`src/rtl/lc3b_mem_port.sv`:
```
// lc3b_mem_port: bridges LC-3b MAR/MDR requests onto a word-only physical memory.
// Byte stores become read-modify-write sequences when RMW_EN is set; completion
// is reported back to the control FSM as a single-cycle mem_resp pulse.
module lc3b_mem_port #(
  parameter bit RMW_EN = 1'b1
) (
  input  logic        clk,
  input  logic        reset,
  input  logic        mem_read,
  input  logic        mem_write,
  input  logic [1:0]  mem_byte_enable,
  input  logic [15:0] mem_address,
  input  logic [15:0] mem_wdata,
  output logic [15:0] mem_rdata,
  output logic        mem_resp,
  output logic        pmem_read,
  output logic        pmem_write,
  output logic [15:0] pmem_address,
  output logic [15:0] pmem_wdata,
  input  logic [15:0] pmem_rdata,
  input  logic        pmem_resp
);

  typedef enum logic [2:0] {IDLE, RD, RMW_RD, WR, RESP} state_t;

  state_t      state;
  state_t      next_state;
  logic [15:1] addr_q;
  logic [15:0] wdata_q;
  logic [1:0]  be_q;
  logic [15:0] wbuf_q;
  logic [15:0] rdata_q;
  logic [15:0] merged;
  logic        accept;
  logic        unused_addr_bit;

  // Physical memory is word addressed, so the byte-select bit is never needed.
  assign unused_addr_bit = mem_address[0];

  // A request is only taken from IDLE; RESP deliberately ignores held strobes.
  assign accept = (state == IDLE) && (mem_read || mem_write);

  // State register.
  always_ff @(posedge clk or posedge reset) begin
    if (reset) begin
      state <= IDLE;
    end else begin
      state <= next_state;
    end
  end

  // Next-state selection; strobes and mem_resp decode from state only.
  always_comb begin
    next_state = state;
    pmem_read  = 1'b0;
    pmem_write = 1'b0;
    mem_resp   = 1'b0;
    case (state)
      IDLE: begin
        if (mem_write) begin
          if (mem_byte_enable == 2'b00) begin
            next_state = RESP;
          end else if (RMW_EN && (mem_byte_enable != 2'b11)) begin
            next_state = RMW_RD;
          end else begin
            next_state = WR;
          end
        end else if (mem_read) begin
          next_state = RD;
        end
      end
      RD: begin
        pmem_read = 1'b1;
        if (pmem_resp) next_state = RESP;
      end
      RMW_RD: begin
        pmem_read = 1'b1;
        if (pmem_resp) next_state = WR;
      end
      WR: begin
        pmem_write = 1'b1;
        if (pmem_resp) next_state = RESP;
      end
      RESP: begin
        mem_resp   = 1'b1;
        next_state = IDLE;
      end
      default: next_state = IDLE;
    endcase
  end

  // Enabled lanes come from the captured store data, the rest from memory.
  always_comb begin
    merged = pmem_rdata;
    if (be_q[1]) merged[15:8] = wdata_q[15:8];
    if (be_q[0]) merged[7:0]  = wdata_q[7:0];
  end

  // Request capture, write-buffer merge and read-data holding register.
  always_ff @(posedge clk or posedge reset) begin
    if (reset) begin
      addr_q  <= '0;
      wdata_q <= '0;
      be_q    <= '0;
      wbuf_q  <= '0;
      rdata_q <= '0;
    end else begin
      if (accept) begin
        addr_q <= mem_address[15:1];
        if (mem_write) begin
          wdata_q <= mem_wdata;
          be_q    <= mem_byte_enable;
          wbuf_q  <= mem_wdata;
        end
      end
      if ((state == RMW_RD) && pmem_resp) begin
        wbuf_q <= merged;
      end
      if ((state == RD) && pmem_resp) begin
        rdata_q <= pmem_rdata;
      end
    end
  end

  assign pmem_address = {addr_q, 1'b0};
  assign pmem_wdata   = wbuf_q;
  assign mem_rdata    = rdata_q;

endmodule

```
`config.mk`:
```
export PLATFORM = sky130hd
export DESIGN_NAME = lc3b_mem_port
export DESIGN_NICKNAME = d
export VERILOG_FILES = /design/src/rtl/lc3b_mem_port.sv
export SDC_FILE = /design/constraint.sdc
export NUM_CORES = 1
export LEC_CHECK = 0
export ABC_AREA = 1
export CAP_MARGIN = 20
export CORE_MARGIN = 3
export CORE_UTILIZATION = 45
export DETAILED_ROUTE_END_ITERATION = 6
export PLACE_DENSITY_LB_ADDON = 0.15
export SETUP_SLACK_MARGIN = 0.2
export SYNTH_ARGS = -nofsm -noshare
export SYNTH_HDL_FRONTEND = slang
export SYNTH_SLANG_ARGS = --single-unit
```
`constraint.sdc`:
```
create_clock -name clk -period 2.9 [get_ports clk]
set_clock_uncertainty 0.05 [all_clocks]
set_input_delay 0.58 -clock clk [delete_from_list [all_inputs] [get_ports clk]]
set_output_delay 0.58 -clock clk [all_outputs]
set_load 0.01 [all_outputs]
```
==> key figures, run 1 <==
Job
  • Max-cap viol count: 0

Setup path
  • Critical path cell sequence: nor2_2 -> inv_1 -> o21ai_0 -> clkdlybuf4s50_1
  • Crit end category: output pin
  • Crit-path slowest cell: clkdlybuf4s50_1
  • CP Class: reg -> out
  • Slowest stage delay, CP: 560 ps
  • Critical Path Fanout Max: 4
  • CP startpoint kind: register
  • Worst endpoint required time: 2270 ps
  • Arr. time, crit path: 1760 ps

Power and ir drop
  • Pwr dens: 1060 nW/um^2
  • Clock Power Share: 18.2%
  • Peak VDD IR: 0.537 mV
  • Switching share of power: 36.8%
  • Switch Pwr: 0.00168 W
  • Internal power: 0.00289 W
  • Sequential fraction of design power: 37.7%
  • Lkg Pwr: 2.09 nW
  • Comb pwr share: 44.1%

Layout
  • Antenna fix cells: 0
  • Nets: 519
  • Layout Cells excl Fill: 544
  • Layout cell share with drive strength beyond 1: 6.21%
  • Area growth from synthesis to layout: 43.5%

Placement
  • DP Wirelength: 5.38 mm
  • Dpl cells: 530
  • RePlAce Congestion: 0.824
  • Port Buffer Count: 103

Route
  • Violation count after the first detailed-route iteration: 159
  • WL final: 7.85 mm
  • Post-route DRC violation count: 0
  • Vias per std cell: 5.15
  • Wire length per cell: 14.4 microns
  • Pre-antenna DRT Iters: 4
  • Via count: 2802
  • Post-route ant nets: 0

Clock network
  • CTS tree: built
  • Post-cts sizing count: 0
  • Post-CTS setup buffer count: 0
  • Clock Latency Late Sink: 330 ps
  • Total CTS buffers: 9
  • Hold buffer count at cts: 0
  • CTS H-tree lvls: 3
  • CTS Buffer Depth: 2
  • Root buffer cell: clkbuf_8
  • Worst-path clk slew: 70 ps
  • CTS Sinks: 68

Logic synthesis
  • Yosys cell types: 16
  • Top-area cell type share of the netlist area: 56.8%
  • Synth Register Bits: 68
  • Mean Syn Cell Area: 8.25 sq um
  • Dominant cells by area after synthesis: dfrtp_1, nand2_1, nand3_1
  • Area leader, netlist: dfrtp_1
  • Post-synthesis cell count: 363
  • Number of synthesis warnings: 0
  • Sequential share of the synthesized area: 56.8%
  • Mapped cell area: 2990 sq um
  • Post-Syn Nets: 418

Timing
  • Fmax: 0.419 GHz
  • Worst-Margin Slew: 527 ps
  • Fin Setup TNS: 0 ps
  • Final setup viols: 0
  • RSZ-0062 raised after global routing: no
  • Tcrit/Tclk final: 82.4%
  • Tmin final: 2390 ps
  • Max-Slew Margin vs Limit: 64.9%
  • Final hold vios: 0
  • Count of pins over their slew limit: 0

GRT
  • First-pass GRT wire length: 12.6 mm
  • GRT overflow: 0
  • Initial antenna violation count: 0
  • GRT Total Usage: 21.3%
  • Vias in the first global route: 2668
  • Largest net degree at the start of global routing: 69

Die
  • Core ar.: 6390 sq um
  • Core Rows: 29
  • Die Wd: 87.6 microns
  • DIE AREA: 7670 sq um
  • Starting Density: 46.9%
  • # IOs: 106
  • Die H: 87.6 microns

Min path
  • Min-Delay Path Class: reg -> reg

Run status
  • Status: completed
metal layers:
metal  up-vias  global-route usage (%)  share of wire (%)  wire length, microns
met2       110                    34.1                 49                  3810
met3         6                    4.42                7.6                   599
met4         0                    8.93               0.80                    63
met1      1326                    28.4                 43                  3370
met5         -                       0                  0                     0
li1       1360                       -                  -                     -
cells by family (layout without fill, tap and decap cells):
family	count (synthesis)	count (layout)	share of synthesized area (%)
other cells	1	1	0.125
buf+inv	46	150	6.44
simple gates	214	214	30.9
flops	68	68	56.8
compound gates	34	34	5.68
cell usage after synthesis:
library cell / number
nand2_1: 129
dfrtp_1: 68
nand3_1: 68
o21ai_0: 34
inv_1: 24
buf_2: 13
nor2_1: 9
clkbuf_1: 6
inv_2: 2
nand2_2: 2
nand3_2: 2
nor2_4: 2
buf_4: 1
conb_1: 1
nand4_1: 1
nor2_2: 1
registers in the layout, summed over array words and instances (netlist names):
register and flops:
pmem_wdata 16, addr_q 15, be_q 2, wdata_q 16
mem_rdata 16, state 3
area by class of cell:
type                    instances  area (sq um)
fillers                       549          2090
flip-flops and latches         68          1700
multi-input cells             249          1100
repair buffers                110          1100
clock buffers                  12           145
inverters                      26          97.6
well taps                      77          96.3
clock inverters                 2          60.1
worst max-delay path: cells and delay by family, from the launching register on:
kind,cells,cell delay (ps)
buffers and inverters,2,630
DFF,1,440
and+or+nand+nor,1,200
AOI/OAI and AO/OA,1,150
worst paths after layout:
| path | cells after the start | slack (ps) | endpoint | start |
|---|---|---|---|---|
| worst max-delay path | 4 | 510 | pmem_read | state[2] |
| worst min-delay path | 2 | 420 | addr_q[9] | addr_q[9] |
| worst max register to register | 6 | 1150 | addr_q[4] | state[1] |
| worst min register to register | 2 | 420 | addr_q[9] | addr_q[9] |
| max in group asynchronous | 3 | 1910 | pmem_wdata[8] | reset |
| min in group asynchronous | 3 | 590 | mem_rdata[3] | reset |
cell usage in the layout (no fill, tap or decap), types with 2 or more instances in the layout:
cell type | Yosys | routed
buf_4 | 1 | 6
nand3_1 | 68 | 68
clkdlybuf4s50_1 | 0 | 103
clkbuf_1 | 6 | 2
nand3_2 | 2 | 2
inv_2 | 2 | 3
nand2_2 | 2 | 2
nand2_1 | 129 | 129
inv_1 | 24 | 23
nor2_4 | 2 | 2
nor2_1 | 9 | 9
bufinv_16 | 0 | 2
dfrtp_1 | 68 | 68
o21ai_0 | 34 | 34
clkbuf_8 | 0 | 10
power groups by stage:
stage,Combinational (W),Clock [W],Sequential [W]
2_1_floorplan,0.000972,0,0.00179
3_3_place_gp,0.00198,0,0.00171
3_5_place_dp,0.00204,0,0.00173
4_1_cts,0.00204,0.000852,0.00172
5_1_grt,0.00223,0.000898,0.00178
6_report,0.00202,0.000834,0.00172
metrics by stage:
| stage | hold slack (ps) | worst slack (ps) | utilization (%) | instance area [sq um] | total power (W) |
|---|---|---|---|---|---|
| floorplan | 400 | 558 | - | 2990 | 0.00276 |
| detailed placement | 408 | 732 | 64.1 | 4090 | 0.00377 |
| finish | 423 | 511 | 67.3 | 4300 | 0.00457 |
| CTS | 426 | 488 | 67.3 | 4300 | 0.00462 |
| global placement | 402 | 770 | 64.1 | 4090 | 0.00369 |
| global route | 448 | 406 | 67.3 | 4300 | 0.00491 |
Power figures use the tool's default switching activity.
==> run 2, diff against run 1 <==
==> constraint.sdc (replaced) <==
create_clock -name clk -period 2.3 [get_ports clk]
set_clock_uncertainty 0.05 [all_clocks]
set_input_delay 0.46 -clock clk [delete_from_list [all_inputs] [get_ports clk]]
set_output_delay 0.46 -clock clk [all_outputs]
set_load 0.01 [all_outputs]
==> run 2 against run 1 <==
- sequential share of layout area is 0.44 points lower
- combinational power is 29% higher
- worst hold slack got worse by 65 ps
- total power grew 28%
- via count decreased by 0.46%
- global-route usage barely moved
- register-to-register slack worse by 360 ps
==> key figures, run 2 (same netlist as run 1, synthesis figures left out) <==
Run status
  • Status: completed (unchanged)

GRT
  • First-pass GRT wire length: 12.7 mm (was 12.6 mm)
  • Largest net degree at the start of global routing: 44 (was 69)
  • Vias in the first global route: 2691 (was 2668)
  • GRT overflow: 0 (unchanged)
  • GRT Total Usage: 21.4% (was 21.3%)
  • Initial antenna violation count: 0 (unchanged)

Power and ir drop
  • Comb pwr share: 44.5% (was 44.1%)
  • Pwr dens: 1340 nW/um^2 (was 1060 nW/um^2)
  • Lkg Pwr: 2.13 nW (was 2.09 nW)
  • Sequential fraction of design power: 37.1% (was 37.7%)
  • Clock Power Share: 18.5% (was 18.2%)
  • Internal power: 0.00369 W (was 0.00289 W)
  • Switch Pwr: 0.00216 W (was 0.00168 W)
  • Switching share of power: 36.9% (was 36.8%)
  • Peak VDD IR: 0.667 mV (was 0.537 mV)

Layout
  • Area growth from synthesis to layout: 45.2% (was 43.5%)
  • Leading cell types in the layout, fill and taps excluded: nand2_1, clkdlybuf4s50_1, nand3_1 (was nand2_1, clkdlybuf4s50_1, nand3_1, dfrtp_1, o21ai_0)
  • Filler Cell Count: 544 (was 549)
  • Most common library cell in the layout ignoring fill and taps: nand2_1 (unchanged)
  • Layout cell share with drive strength beyond 1: 8.02% (was 6.21%)
  • Nets: 524 (was 519)
  • Antenna fix cells: 0 (unchanged)

Die
  • Die Wd: 87.6 microns (unchanged)
  • Starting Density: 46.9% (unchanged)
  • DIE AREA: 7670 sq um (unchanged)
  • # IOs: 106 (unchanged)
  • Core Rows: 29 (unchanged)
  • Die H: 87.6 microns (unchanged)
  • Core ar.: 6390 sq um (unchanged)

Min path
  • Min-Delay Path Class: in -> async (was reg -> reg)

Timing
  • Final setup viols: 0 (unchanged)
  • RSZ-0062 raised after global routing: no (unchanged)
  • Worst Slack Setup Final: 344 ps (was 511 ps)
  • WHS: 358 ps (was 423 ps)
  • Final hold vios: 0 (unchanged)
  • Fmax: 0.511 GHz
  • Count of pins over their slew limit: 0 (unchanged)
  • Tmin final: 1960 ps
  • Worst-Margin Slew: 520 ps (was 527 ps)
  • Max-Slew Margin vs Limit: 65.3% (was 64.9%)
  • Tcrit/Tclk final: 85.1%
  • Fin Setup TNS: 0 ps (unchanged)

Setup path
  • Arr. time, crit path: 1450 ps (was 1760 ps)
  • Crit end category: output pin (unchanged)
  • Worst endpoint required time: 1790 ps (was 2270 ps)
  • CP startpoint kind: register (unchanged)
  • Critical Path Fanout Max: 2 (was 4)
  • Worst r2r src: state[1] (unchanged)
  • CP Launch Point: state[2] (unchanged)
  • CP Class: reg -> out (unchanged)

Clock network
  • CTS tree: built (unchanged)
  • Total CTS buffers: 9 (unchanged)
  • Worst-path clk slew: 80 ps (was 70 ps)
  • Clock Latency Late Sink: 340 ps (was 330 ps)
  • Root buffer cell: clkbuf_8 (unchanged)
  • CTS Buffer Depth: 2 (unchanged)
  • CTS Sinks: 68 (unchanged)
  • CTS H-tree lvls: 3 (unchanged)

Placement
  • DP Worst Slack: 331 ps (was 732 ps)
  • RePlAce Congestion: 0.813 (was 0.824)
  • DP Wirelength: 5.37 mm (was 5.38 mm)
  • Port Buffer Count: 103 (unchanged)

Route
  • Wire length per cell: 14.3 microns (was 14.4 microns)
  • Post-route ant nets: 0 (unchanged)
  • Pre-antenna DRT Iters: 4 (unchanged)
  • Violation count after the first detailed-route iteration: 212 (was 159)
  • Via count: 2789 (was 2802)
  • Vias per std cell: 5.06 (was 5.15)
  • WL final: 7.89 mm (was 7.85 mm)
  • Post-route DRC violation count: 0 (unchanged)

Job
  • Max-cap viol count: 0 (unchanged)
## run 2: power by group through the flow
stage	combinational (W)	sequential, W	clock [W]
global placement	0.00252	0.00216	0
CTS	0.00263	0.00216	0.00110
detailed placement	0.00258	0.00218	0
floorplan	0.00123	0.00225	0
global route	0.00289	0.00224	0.00115
finish	0.00260	0.00217	0.00108
## run 2: layout make-up
type | count | area [sq um] | share of cell area (%)
repair buffers | 115 | 1130 | 26.0
clock buffers | 12 | 145 | 3.34
well taps | 77 | 96.3 | 2.22
inverters | 26 | 101 | 2.33
multi-input cells | 249 | 1100 | 25.3
flip-flops and latches | 68 | 1700 | 39.2
clock inverters | 4 | 72.6 | 1.67
## run 2: path summary, 6_finish.rpt
check                                  to  slack, ps  cells after the start
hold reg to reg                addr_q[15]        420                      2
min in group clk               addr_q[15]        420                      2
max in group asynchronous        state[1]       1340                      3
hold / removal               mem_rdata[7]        360                      2
setup reg to reg           pmem_wdata[12]        790                      6
setup / recovery                pmem_read        340                      5
## run 2: per-layer routing
metal | up-vias | track usage (%) | share of wire (%)
li1 | 1370 | - | -
met2 | 98 | 32.8 | 46
met3 | 8 | 4.52 | 7.3
met5 | - | 0 | 0
met1 | 1313 | 29.3 | 46
met4 | 0 | 9.48 | 0.92
## run 2: what timing repair did
| action | in CTS | in global routing |
|---|---|---|
| setup buffers | 3 | 0 |
| hold buffers | 0 | 0 |
| endpoints found under the setup margin | 3 | 0 |
| resized for setup | 5 | 0 |
## run 2: metrics by stage
stage	total power, W	instance area, sq um	cells	util, %
2_1_floorplan	0.00348	3000	363	-
6_report	0.00585	4350	551	68.1
3_3_place_gp	0.00468	4110	532	64.4
4_1_cts	0.00589	4350	551	68.1
3_5_place_dp	0.00476	4110	532	64.4
5_1_grt	0.00628	4350	551	68.1
## run 2: critical path, stage by stage, from the launching register on
cell and delay (ps):
dfrtp_1 390, buf_4 160, nor2_2 100, inv_1 60, o21ai_0 120, dlygate4sd2_1 280
